## src/rtl/rr_unrotate_issue_arbiter_9b.sv

```systemverilog
// Round-robin issue arbiter over 9 slots: rotate-right, priority-encode, un-rotate to absolute slot.
// Latency: request to registered grant 1 cycle; ack to next grant 1 cycle, back-to-back with no bubble.
// Backpressure: grant held stable until grant_ack. Optional RR_ARB_GRANT_LOCK_EN adds grant_lock burst re-grant.
module rr_unrotate_issue_arbiter_9b #(
  parameter int NUM_REQ = 9,
  parameter int ID_W    = 4
) (
  input  logic            clk,
  input  logic            rst,
  input  logic [8:0]      req,
  input  logic            grant_ack,
`ifdef RR_ARB_GRANT_LOCK_EN
  input  logic            grant_lock,
`endif
  output logic            grant_valid,
  output logic [8:0]      grant_onehot,
  output logic [ID_W-1:0] grant_id,
  output logic [ID_W-1:0] last_ptr
);

  generate
    if (NUM_REQ != 9 || ID_W != 4) begin : g_param_check
      $error("rr_unrotate_issue_arbiter_9b supports only NUM_REQ=9, ID_W=4");
    end
  endgenerate

  typedef enum logic {S_IDLE, S_GRANT} state_t;

  state_t          state, state_n;
  logic            valid_n;
  logic [8:0]      onehot_n;
  logic [ID_W-1:0] id_n, ptr_n;

  logic [ID_W-1:0] start_base, start;
  logic [8:0]      rot, unrot;
  logic [ID_W-1:0] idx_r, pick_id;
  logic [ID_W:0]   id_sum;
  logic            lock_hit;

  // In GRANT the pointer about to be committed is grant_id, so the search starts just past it.
  always_comb begin
    start_base = (state == S_GRANT) ? grant_id : last_ptr;
    start      = (start_base >= ID_W'(8)) ? '0 : start_base + 1'b1;
  end

  always_comb begin
    rot = req;
    if (start[0]) rot = {rot[0],   rot[8:1]};
    if (start[1]) rot = {rot[1:0], rot[8:2]};
    if (start[2]) rot = {rot[3:0], rot[8:4]};
    if (start[3]) rot = {rot[7:0], rot[8]};

    idx_r = '0;
    for (int i = 8; i >= 0; i--) begin
      if (rot[i]) idx_r = ID_W'(i);
    end

    unrot = 9'd1 << idx_r;
    if (start[0]) unrot = {unrot[7:0], unrot[8]};
    if (start[1]) unrot = {unrot[6:0], unrot[8:7]};
    if (start[2]) unrot = {unrot[4:0], unrot[8:5]};
    if (start[3]) unrot = {unrot[0],   unrot[8:1]};

    id_sum  = {1'b0, idx_r} + {1'b0, start};
    pick_id = (id_sum >= (ID_W+1)'(NUM_REQ)) ? ID_W'(id_sum - (ID_W+1)'(NUM_REQ))
                                             : id_sum[ID_W-1:0];
  end

`ifdef RR_ARB_GRANT_LOCK_EN
  assign lock_hit = grant_lock & req[grant_id];
`else
  assign lock_hit = 1'b0;
`endif

  always_comb begin
    state_n  = state;
    valid_n  = grant_valid;
    onehot_n = grant_onehot;
    id_n     = grant_id;
    ptr_n    = last_ptr;
    case (state)
      S_IDLE: begin
        valid_n = 1'b0;
        if (|req) begin
          valid_n  = 1'b1;
          onehot_n = unrot;
          id_n     = pick_id;
          state_n  = S_GRANT;
        end
      end
      S_GRANT: begin
        if (grant_ack && !lock_hit) begin
          ptr_n = grant_id;
          if (|req) begin
            onehot_n = unrot;
            id_n     = pick_id;
          end else begin
            valid_n  = 1'b0;
            onehot_n = '0;
            state_n  = S_IDLE;
          end
        end
      end
      default: state_n = S_IDLE;
    endcase
  end

  always_ff @(posedge clk) begin
    if (rst) begin
      state        <= S_IDLE;
      grant_valid  <= 1'b0;
      grant_onehot <= '0;
      grant_id     <= '0;
      last_ptr     <= ID_W'(8);
    end else begin
      state        <= state_n;
      grant_valid  <= valid_n;
      grant_onehot <= onehot_n;
      grant_id     <= id_n;
      last_ptr     <= ptr_n;
    end
  end

endmodule

```

## config.mk

```make
export PLATFORM = sky130hd
export DESIGN_NAME = rr_unrotate_issue_arbiter_9b
export DESIGN_NICKNAME = d
export VERILOG_FILES = /design/src/rtl/rr_unrotate_issue_arbiter_9b.sv
export SDC_FILE = /design/constraint.sdc
export NUM_CORES = 1
export LEC_CHECK = 0
export ABC_AREA = 1
export BUFFER_PORTS_ARGS = -buffer_cell sky130_fd_sc_hd__buf_2
export CAP_MARGIN = 10
export CORE_ASPECT_RATIO = 2
export CORE_MARGIN = 2
export CORE_UTILIZATION = 50
export CTS_BUF_LIST = sky130_fd_sc_hd__clkbuf_4 sky130_fd_sc_hd__clkbuf_8 sky130_fd_sc_hd__clkbuf_16
export CTS_CLUSTER_SIZE = 14
export DETAILED_ROUTE_END_ITERATION = 10
export PLACE_DENSITY = 0.67
export SLEW_MARGIN = 20
export SYNTH_ARGS = -nofsm -noshare
export SYNTH_HDL_FRONTEND = slang
export SYNTH_SLANG_ARGS = --single-unit
```

## constraint.sdc

```tcl
create_clock -name clk -period 7.2 [get_ports clk]
set_input_delay 0.36 -clock clk [delete_from_list [all_inputs] [get_ports clk]]
set_output_delay 0.36 -clock clk [all_outputs]
set_load 0.005 [all_outputs]
```

## Word level (Yosys, flattened, before mapping)

Index checks and enable logic that the tools add are counted.

- Register bits after elaboration: 19
- Input port bits: 12
- Word-level logic and storage cells: 52

- $add $sub $neg: 3
- Magnitude comparators: 2
- Eq/ne operators: 3
- Shift operators: 1
- Muxes and demuxes: 33
- Bitwise operators: 1
- Reduce and logical (&&, ||, !) cells: 4

Operator list:

| kind | number |
|---|---|
| 9-bit 2-to-1 mux | 11 |
| 4-bit 2-to-1 mux | 14 |
| 9-bit case mux with 2 select lines | 1 |
| 9-bit OR reduction | 1 |
| 1-bit by 4-bit left shift with 9-bit output, first input constant | 1 |
| 4-bit case mux with 2 select lines | 1 |
| 2-bit != test, second input constant | 3 |
| 2-bit AND reduction | 3 |
| 4-bit by 4-bit adder with 5-bit output | 1 |
| 5-bit by 4-bit >= comparator with 1-bit output, second input constant | 1 |
| 4-bit by 1-bit adder with 4-bit output, second input constant | 1 |
| 4-bit >= comparator, second input constant | 1 |
| 1-bit 2-to-1 mux | 4 |
| 1-bit case mux with 2 select lines | 2 |
| 4-bit subtractor, second input constant | 1 |
| 1-bit NOT | 1 |

## Longest topological paths before layout

Gate-level depths: netlist of the first run.

- Depth after elaboration: 24
- Gate-level depth with buffers: 35

## Least setup slack after synthesis of the first run

No wires, ideal clock.

- Path type: reg-to-reg
- Start: register state
- End: register grant_id[2]
- Library setup time: 0.113 ns
- Arrival time: 3.612 ns
- Required time: 7.087 ns
- Slack: 3.475 ns
- Cell stages (with the launch flop): 33
- Buffers on the path: 2
- Clock period less this slack: 3.725 ns
- Path through: dfxtp_1 > nand2_1 > nand2_2 > buf_4 > inv_1 > ha_1 > nand3b_1 > nand3_2 > inv_2 > buf_2 > nand3_1 > nand3_1 > nand2_1 > nand2_1 > nand2_1 > nand2_1 > nand2_1 > nand2_1 > nand2_1 > nand2_1 > inv_1 > ha_1 > inv_1 > fa_1 > ha_1 > nand3_1 > nand2_1 > inv_2 > nand2_4 > nand3_1 > nand2_1 > o21ai_1 > inv_1

- Word-level cells in the longest chain between the ends: 22
- Elaborated cells between the ends (all ways): 26
- Those cells by class: add/sub: 3; order compare: 2; eq/ne: 1; mux: 19; bitwise: 1

RTL lines:

| what | line | text |
|---|---|---|
| from (decl) | 29 | `state_t state, state_n;` |
| from (signal assigned) | 116 | `state <= state_n;` |
| 4-bit 2-to-1 mux | 42 | `start_base = (state == S_GRANT) ? grant_id : last_ptr;` |
| 4-bit by 1-bit adder with 4-bit output / 4-bit >= comparator (equally long branches) | 43 | `start = (start_base >= ID_W'(8)) ? '0 : start_base + 1'b1;` |
| 4-bit 2-to-1 mux | 43 |  |
| 9-bit 2-to-1 mux | 48 | `if (start[0]) rot = {rot[0], rot[8:1]};` |
| 9-bit 2-to-1 mux | 49 | `if (start[1]) rot = {rot[1:0], rot[8:2]};` |
| 9-bit 2-to-1 mux | 50 | `if (start[2]) rot = {rot[3:0], rot[8:4]};` |
| 9-bit 2-to-1 mux | 51 | `if (start[3]) rot = {rot[7:0], rot[8]};` |
| 4-bit 2-to-1 mux (9 in a row) | 55 | `if (rot[i]) idx_r = ID_W'(i);` |
| 4-bit by 4-bit adder with 5-bit output | 64 | `id_sum = {1'b0, idx_r} + {1'b0, start};` |
| 5-bit by 4-bit >= comparator with 1-bit output | 65 | `pick_id = (id_sum >= (ID_W+1)'(NUM_REQ)) ? ID_W'(id_sum - (ID_W+1)'(NUM_REQ))` |
| 4-bit 2-to-1 mux | 65 |  |
| 4-bit 2-to-1 mux | 84, 94 |  |
| 4-bit 2-to-1 mux | 92 | `if (grant_ack && !lock_hit) begin` |
| 4-bit case mux with 2 select lines | 81 | `case (state)` |
| to (signal assigned) | 119 | `grant_id <= id_n;` |
| to (decl) | 17 | `output logic [ID_W-1:0] grant_id,` |

Parallel ways exist; a longest one is shown, timed or not. The select of a mux whose other input is x is not followed.
A chain may end at the register's enable or synchronous reset.

## Final worst setup path of the first run

- Start: register state
- End: register grant_id[1]

Same word-level chain as after synthesis.

==> results of run 1 <==
[cells in the mapped netlist (all sizes together)]
cell | number | area share (%)
inv | 36 | 6.1
clkbuf | 3 | 0.50
nor4 | 1 | 0.28
or2 | 1 | 0.39
a31oi | 1 | 0.28
clkinv | 1 | 0.16
nand3b | 3 | 0.99
a21oi | 20 | 4.7
dfxtp | 19 | 17
and2 | 1 | 0.28
nand2 | 153 | 29
nor2 | 11 | 2.5
a211oi | 1 | 0.33
o21ai | 12 | 3.1
ha | 8 | 4.4
buf | 14 | 3.6
nor3b | 1 | 0.33
nand3 | 104 | 24
nor3 | 1 | 0.22
nand4 | 5 | 1.4
fa | 1 | 0.88
[metal layers]
metal	vias up	track usage, %
li1	1342	-
met1	1132	27.51
met2	52	44.38
met3	19	0.7508
met4	0	12.15
met5	-	0
[placed cells by master (no fill, tap or decap), types with 2 or more instances in the layout]
cell type / count
a21oi_1: 18
a21oi_2: 2
buf_2: 29
clkbuf_8: 3
dfxtp_1: 19
ha_1: 8
inv_1: 30
inv_2: 5
nand2_1: 134
nand2_2: 12
nand2_4: 7
nand3_1: 99
nand3_2: 5
nand3b_1: 3
nand4_1: 5
nor2_1: 10
o21ai_0: 8
o21ai_1: 3
[final cells by class]
type	count	area [sq um]	area share [%]
Clock buffer	4	48.80	1.997
Inverter	37	141.4	5.786
Multi-Input combinational cell	324	1660	67.95
Sequential cell	19	380.4	15.57
Tap cell	54	67.56	2.765
Timing Repair Buffer	29	145.1	5.940
[power groups by stage]
stage          sequential (mW)  combinational [mW]  clock (mW)
3_5_place_dp             0.145               0.508           0
2_1_floorplan            0.144               0.409           0
4_1_cts                  0.143               0.511      0.0787
6_report                 0.142               0.510      0.0758
5_1_grt                  0.144               0.582      0.0818
3_3_place_gp             0.145               0.504           0
[per-stage QoR]
stage / instances / cell area [sq um] / hold WS (ns) / util [%] / total power [mW]
finish: 467 / 2444 / 0.4659 / 55.77 / 0.7279
global route: 467 / 2444 / 0.4852 / 55.77 / 0.8082
CTS: 467 / 2444 / 0.4689 / 55.77 / 0.7322
detailed placement: 463 / 2395 / 0.4528 / 54.65 / 0.6531
global placement: 463 / 2395 / 0.4513 / 54.65 / 0.6487
floorplan: 397 / 2275 / 0.4546 / - / 0.5527
[worst register-to-register path, delay by kind of cell (launching register included)]
| kind | cells | cell delay, ns |
|---|---|---|
| AND/OR/NAND/NOR | 18 | 1.87 |
| adder cells (fa/ha/maj) | 4 | 1.07 |
| buffers and inverters | 7 | 0.93 |
| flip-flops | 1 | 0.43 |
| AO/OA/AOI/OAI | 2 | 0.27 |
[worst min-delay path by stage]
stage | startpoint | endpoint | slack [ns] | depth (start not counted)
2_1_floorplan | last_ptr[1]$_SDFFE_PP0P_ | last_ptr[1]$_SDFFE_PP0P_ | 0.45 | 2
3_3_place_gp | grant_onehot[8]$_SDFFE_PP0P_ | grant_onehot[8]$_SDFFE_PP0P_ | 0.45 | 2
3_5_place_dp | grant_onehot[8]$_SDFFE_PP0P_ | grant_onehot[8]$_SDFFE_PP0P_ | 0.45 | 2
4_1_cts | grant_onehot[3]$_SDFFE_PP0P_ | grant_onehot[3]$_SDFFE_PP0P_ | 0.47 | 2
5_1_grt | grant_onehot[1]$_SDFFE_PP0P_ | grant_onehot[1]$_SDFFE_PP0P_ | 0.49 | 2
6_report | grant_onehot[6]$_SDFFE_PP0P_ | grant_onehot[6]$_SDFFE_PP0P_ | 0.47 | 2
[cells by family after synthesis]
family	after synthesis	synth area share [%]
adders and majority gates	9	5.281
buffers and inverters	54	10.29
DFF	19	16.72
and+or+nand+nor	281	59.24
AOI/OAI and AO/OA	34	8.472
[sequential cells by signal, summed over array words and instances, names as in the netlist]
register      cells
last_ptr          4
grant_valid       1
state             1
grant_onehot      9
grant_id          4
==> flow_metrics.env, run 1 <==
export IMPL_cts_root_buf="clkbuf_8"
export IMPL_vias_per_cell=5.450
export IMPL_hold_violations=0
export IMPL_clk_latency_ns=0.25
export IMPL_start_util_pct=51.91
export IMPL_reg2reg_depth=31
export IMPL_avgSynthCellArea_sq_um=5.730
export IMPL_antenna_found_initial=0
export IMPL_clk_pin_slew_worst_paths_ns=0.07
export IMPL_ir_worst_vdd_uv=232.4
export IMPL_cp_start_kind="flip-flop"
export IMPL_share_comb_of_total_power_pct=70.0
export IMPL_power_density_nw_per_um2=297.9
export IMPL_core_sq_um=4382
export IMPL_finalSetupTns_ns=0
export IMPL_dr_pass1_iters=5
export IMPL_worstMarginPinSlew_ns=0.8256
export IMPL_dieWidth_microns=51.70
export IMPL_rrSetupSlack_ns=2.58
export IMPL_met3_wirelength_microns=136
export IMPL_period_needed_ns=4.622
export IMPL_grt_usage_pct=24.27
export IMPL_dieArea_sq_um=5138
export IMPL_slowest_delay_ns=0.51
export IMPL_dp_hpwl_mm=4.810
export IMPL_p_seq_share_pct=19.5
export IMPL_drive_above_1_share_pct=16.46
export IMPL_p_int_mw=0.3417
export IMPL_yosysSeqAreaShare_pct=16.72
export IMPL_critPathArrivalTime_ns=4.81
export IMPL_ys_types=33
export IMPL_startpoint="state$_SDFF_PP0_"
export IMPL_status="complete, no violations"
export IMPL_slew_headroom_pct=44.75
export IMPL_synth_cells=397
export IMPL_h_tree_depth=1
export IMPL_rsz0062_at_grt="false"
export IMPL_crit_top_cell="nand2_1"
export IMPL_drt_wl_total_mm=5.770
export IMPL_filler_cell_count=476
export IMPL_period_share_pct=64.20
export IMPL_timing_rr_end="grant_id[1]$_SDFFE_PP0P_"
export IMPL_cp_num_buf_inv=7
export IMPL_top_layer="met4"
export IMPL_crit_fanout=21
export IMPL_vias=2545
export IMPL_drv_slew=0
export IMPL_r2r_start="state$_SDFF_PP0_"
export IMPL_crit_family="simple AND/OR/NAND/NOR gates"
export IMPL_area_growth_pct=7.426
export IMPL_switching_power_mw=0.3862
export IMPL_cts_tree="done"
export IMPL_wl_per_cell_microns=12.36
export IMPL_io_pins=30
export IMPL_skew_ns=0.009842
export IMPL_synth_warning_count=0
export IMPL_fmax_ghz=0.2164
export IMPL_critPathKind="reg2reg"
export IMPL_grt_max_degree=23
export IMPL_setup_viol=0
export IMPL_cap_violations=0
export IMPL_ant_nets=0
export IMPL_drt_initial_drc_count=50
export IMPL_p_clk_share_pct=10.4
export IMPL_switching_share_pct=53.06
export IMPL_grt_ovfl_total=0
export IMPL_met1_length_mm=2.274
export IMPL_cts_buffers=3
export IMPL_drc=0
export IMPL_cts_buffer_depth=2
export IMPL_critPathCapture="grant_id[1]$_SDFFE_PP0P_"
export IMPL_antenna_cells=0
export IMPL_port_buffers=29
export IMPL_rows=34
export IMPL_synth_nets=418
export IMPL_ctsResizeCount=0
export IMPL_fin_ws_ns=2.578
export IMPL_endpoint_kind="flip-flop"
export IMPL_grt_first_pass_wirelength_mm=9.956
export IMPL_leakage_nw=1.337
export IMPL_crit_cells=31
export IMPL_post_place_ws_ns=2.606
export IMPL_post_cts_buffers=0
export IMPL_crit_path_top_delay_cell="fa_1"
export IMPL_gp_congestion=0.8757
export IMPL_met2WireLength_mm=3.173
export IMPL_holdCritPathClass="reg2reg"
export IMPL_yosys_register_bits=19
export IMPL_grt_pass1_vias=2395
export IMPL_clkSinkCount=19
export IMPL_finalNetCount=435
export IMPL_hold_buffers=0
export IMPL_syn_cell_area_sq_um=2275
export IMPL_cp_required_ns=7.39
export IMPL_die_h_microns=99.39
Power figures use the tool's default switching activity.
==> run 2, diff against run 1 <==
--- a/config.mk
+++ b/config.mk
@@ -5,7 +5,7 @@
 export SDC_FILE = /design/constraint.sdc
 export NUM_CORES = 1
 export LEC_CHECK = 0
-export ABC_AREA = 1
+export ABC_AREA = 0
 export BUFFER_PORTS_ARGS = -buffer_cell sky130_fd_sc_hd__buf_2
 export CAP_MARGIN = 10
 export CORE_ASPECT_RATIO = 2
@@ -14,7 +14,7 @@
 export CTS_BUF_LIST = sky130_fd_sc_hd__clkbuf_4 sky130_fd_sc_hd__clkbuf_8 sky130_fd_sc_hd__clkbuf_16
 export CTS_CLUSTER_SIZE = 14
 export DETAILED_ROUTE_END_ITERATION = 10
-export PLACE_DENSITY = 0.67
+export PLACE_DENSITY = 0.68
 export SLEW_MARGIN = 20
 export SYNTH_ARGS = -nofsm -noshare
 export SYNTH_HDL_FRONTEND = slang
==> constraint.sdc (replaced) <==
create_clock -name clk -period 4.25 [get_ports clk]
set_input_delay 0.2125 -clock clk [delete_from_list [all_inputs] [get_ports clk]]
set_output_delay 0.2125 -clock clk [all_outputs]
set_load 0.005 [all_outputs]
==> run 2 against run 1 <==
Effect of this change:
- the run now ends with setup timing left
- power grew to 3.7 times the previous value
- sequential share of layout area shrank 6.5 points
- worst hold slack lost 0.22 ns
- die area increased by 22%
- sequential power is 74% higher
- non-clock buffer count grew 119
- critical path depth fell by 11
- final cell count is 21% higher
- clock power up 78%
- combinational power grew to 4.5 times the previous value
- sequential cell count unchanged
- largest cell class unchanged
==> flow_metrics.env, run 2 <==
export IMPL_status="complete, but fails checks"
export IMPL_violations="setup timing"
export IMPL_p_clk_share_pct=5.0
export IMPL_critPathArrivalTime_ns=4.73
export IMPL_mostFrequentLayoutCell="buf_4"
export IMPL_synth_async_reset_ratio_pct=0
export IMPL_dpl_cell_count=543
export IMPL_port_buffers=29
export IMPL_io_pins=30
export IMPL_wl_per_cell_microns=21.58
export IMPL_dp_hpwl_mm=8.889
export IMPL_grt_ovfl_total=0
export IMPL_start_util_pct=51.94
export IMPL_grt_usage_pct=37.07
export IMPL_fmax_ghz=0.2216
export IMPL_ys_types=87
export IMPL_h_tree_depth=1
export IMPL_crit_fanout=4
export IMPL_p_int_mw=1.382
export IMPL_yosysSeqAreaShare_pct=13.51
export IMPL_synth_top_cell_by_area="dfxtp_1"
export IMPL_critPathKind="reg2reg"
export IMPL_drt_initial_drc_count=299
export IMPL_drive_above_1_share_pct=48.32
export IMPL_utilization_pct=78.51
export IMPL_synth_xor_area_share_pct=2.444
export IMPL_slew_headroom_pct=47.54
export IMPL_grt_pass1_vias=3710
export IMPL_holdWs_ns=0.2491
export IMPL_drc=0
export IMPL_clkSinkCount=19
export IMPL_ys_top_cells_by_area="dfxtp_1, a21oi_1, nand2_1, nand3_1, ha_1"
export IMPL_grt_max_degree=18
export IMPL_yosysMostFrequentCell="nand2_1"
export IMPL_switching_share_pct=48.58
export IMPL_dominantRegCellSynth="dfxtp_1"
export IMPL_final_cell_mix="buf_4, nand2_1, buf_2"
export IMPL_finalSetupTns_ns=-1.309
export IMPL_vias=3945
export IMPL_layoutNonFillerInstCount=565
export IMPL_synth_top_family_by_area="compound AO/OA/AOI/OAI gates"
export IMPL_p_seq_share_pct=9.2
export IMPL_synth_edf_count=0
export IMPL_syn_cell_area_sq_um=2815
export IMPL_ir_worst_vdd_uv=480.4
export IMPL_yosys_top_cells_count="nand2_1, a21oi_1, nand3_1, dfxtp_1, inv_1"
export IMPL_met2_usage_pct=70.94
export IMPL_cap_violations=0
export IMPL_fin_ws_ns=-0.2631
export IMPL_clk_latency_ns=0.27
export IMPL_grt_first_pass_wirelength_mm=18.08
export IMPL_cp_required_ns=4.46
export IMPL_gp_congestion=1.012
export IMPL_cts_tree="done"
export IMPL_synthAdderAreaFrac_pct=4.667
export IMPL_setup_viol=12
export IMPL_endpoint_kind="flip-flop"
export IMPL_cts_buffer_depth=2
export IMPL_synth_warning_count=0
export IMPL_avgSynthCellArea_sq_um=7.467
export IMPL_ant_nets=0
export IMPL_antenna_found_initial=0
export IMPL_hold_violations=0
export IMPL_rsz0062_at_grt="true"
export IMPL_busiest_layer="met2"
export IMPL_finalNetCount=527
export IMPL_antenna_cells=0
export IMPL_share_comb_of_total_power_pct=85.8
export IMPL_period_share_pct=106.2
export IMPL_rows=38
export IMPL_use_met3_pct=2.217
export IMPL_synth_compound_area_share_pct=37.24
export IMPL_grtUsageMet1_pct=36.00
export IMPL_hold_buffers=0
export IMPL_synthSimpleGateAreaFrac_pct=31.73
export IMPL_largest_reg_flops=9
export IMPL_core_sq_um=5420
export IMPL_cts_root_buf="clkbuf_8"
export IMPL_synth_nets=398
export IMPL_holdCritPathClass="in2reg"
export IMPL_yosys_register_bits=19
export IMPL_dieWidth_microns=57.06
export IMPL_dr_pass1_iters=5
export IMPL_period_needed_ns=4.513
export IMPL_muxShareOfSynthArea_pct=4.000
export IMPL_regMostFlops="grant_onehot"
export IMPL_dieArea_sq_um=6283
export IMPL_drv_slew=0
export IMPL_synth_top_area_share_pct=13.51
export IMPL_clk_pin_slew_worst_paths_ns=0.08
export IMPL_leakage_nw=1.750
export IMPL_power_mw=2.688
export IMPL_cp_start_kind="flip-flop"
export IMPL_top_regs="grant_onehot: 9 flops, grant_id: 4 flops, last_ptr: 4 flops"
export IMPL_area_growth_pct=51.16
export IMPL_skew_ns=0.009668
export IMPL_worstMarginPinSlew_ns=0.7869
export IMPL_power_density_nw_per_um2=631.6
export IMPL_die_h_microns=110.1
export IMPL_switching_power_mw=1.306
export IMPL_drt_wl_total_mm=12.19
export IMPL_vias_per_cell=6.982
export IMPL_cts_buffers=3
export IMPL_synth_cells=377
==> run 2: kinds of logic after synthesis <==
family          count (synthesis)
compound gates                140
xor+xnor                        7
fa+ha+maj                      10
buf+inv                        38
flops                          19
mux                             8
simple gates                  155
==> run 2: area by class of cell <==
cell class	instances	area (sq um)
Sequential cell	19	384.1
Clock inverter	1	5.005
Timing Repair Buffer	148	1069
Fill cell	402	1165
Multi-Input combinational cell	320	2624
Clock buffer	3	41.29
Tap cell	60	75.07
Inverter	14	57.56
==> run 2: critical path, cell delays in order, from the launching register on <==
cell and delay [ns]:
dfxtp_4 0.38, mux2_4 0.32, ha_4 0.20, xnor2_4 0.13, buf_6 0.13, o22ai_4 0.21
buf_6 0.16, a21oi_2 0.04, or3_4 0.39, o21a_1 0.14, a221oi_2 0.28, o21a_2 0.22
nor2_4 0.05, ha_4 0.16, inv_2 0.06, fa_2 0.49, ha_4 0.18, or3_4 0.32
or2_4 0.25, a211o_1 0.26, nand3_1 0.07
==> run 2: repair_timing <==
action,in CTS,in global routing
pin swaps,20,26
setup endpoints to repair,5,13
buffers inserted,14,5
gates resized for setup,27,37
==> run 2: path summary, 6_finish.rpt <==
check	from	to	slack, ns	depth (start not counted)
setup / recovery	state$_SDFF_PP0_	grant_id[0]$_SDFFE_PP0P_	-0.26	20
hold / removal	grant_ack	last_ptr[2]$_SDFFE_PP0P_	0.25	3
setup reg to reg	state$_SDFF_PP0_	grant_id[0]$_SDFFE_PP0P_	-0.26	20
hold reg to reg	grant_onehot[8]$_SDFFE_PP0P_	grant_onehot[8]$_SDFFE_PP0P_	0.46	2
==> run 2: power groups by stage <==
| stage | registers [mW] | logic [mW] | clock network (mW) |
|---|---|---|---|
| floorplan | 0.252 | 1.10 | 0 |
| global placement | 0.248 | 1.80 | 0 |
| detailed placement | 0.249 | 1.83 | 0 |
| CTS | 0.245 | 2.00 | 0.127 |
| global route | 0.249 | 2.44 | 0.139 |
| finish | 0.247 | 2.31 | 0.135 |
==> run 2: routing by layer <==
metal | share of wire, % | vias up
li1 | - | 1737
met3 | 4.4 | 115
met1 | 33 | 1851
met4 | 10 | 0
met5 | 0 | -
met2 | 52 | 242
==> run 2: stage by stage <==
stage	cell area, sq um	setup WS (ns)
final	4255	-0.2631
after global placement	3777	-0.3125
after CTS	4026	-0.2197
after detailed placement	3777	-0.4456
after global routing	4255	-0.4186
after floorplan	2963	-0.3113
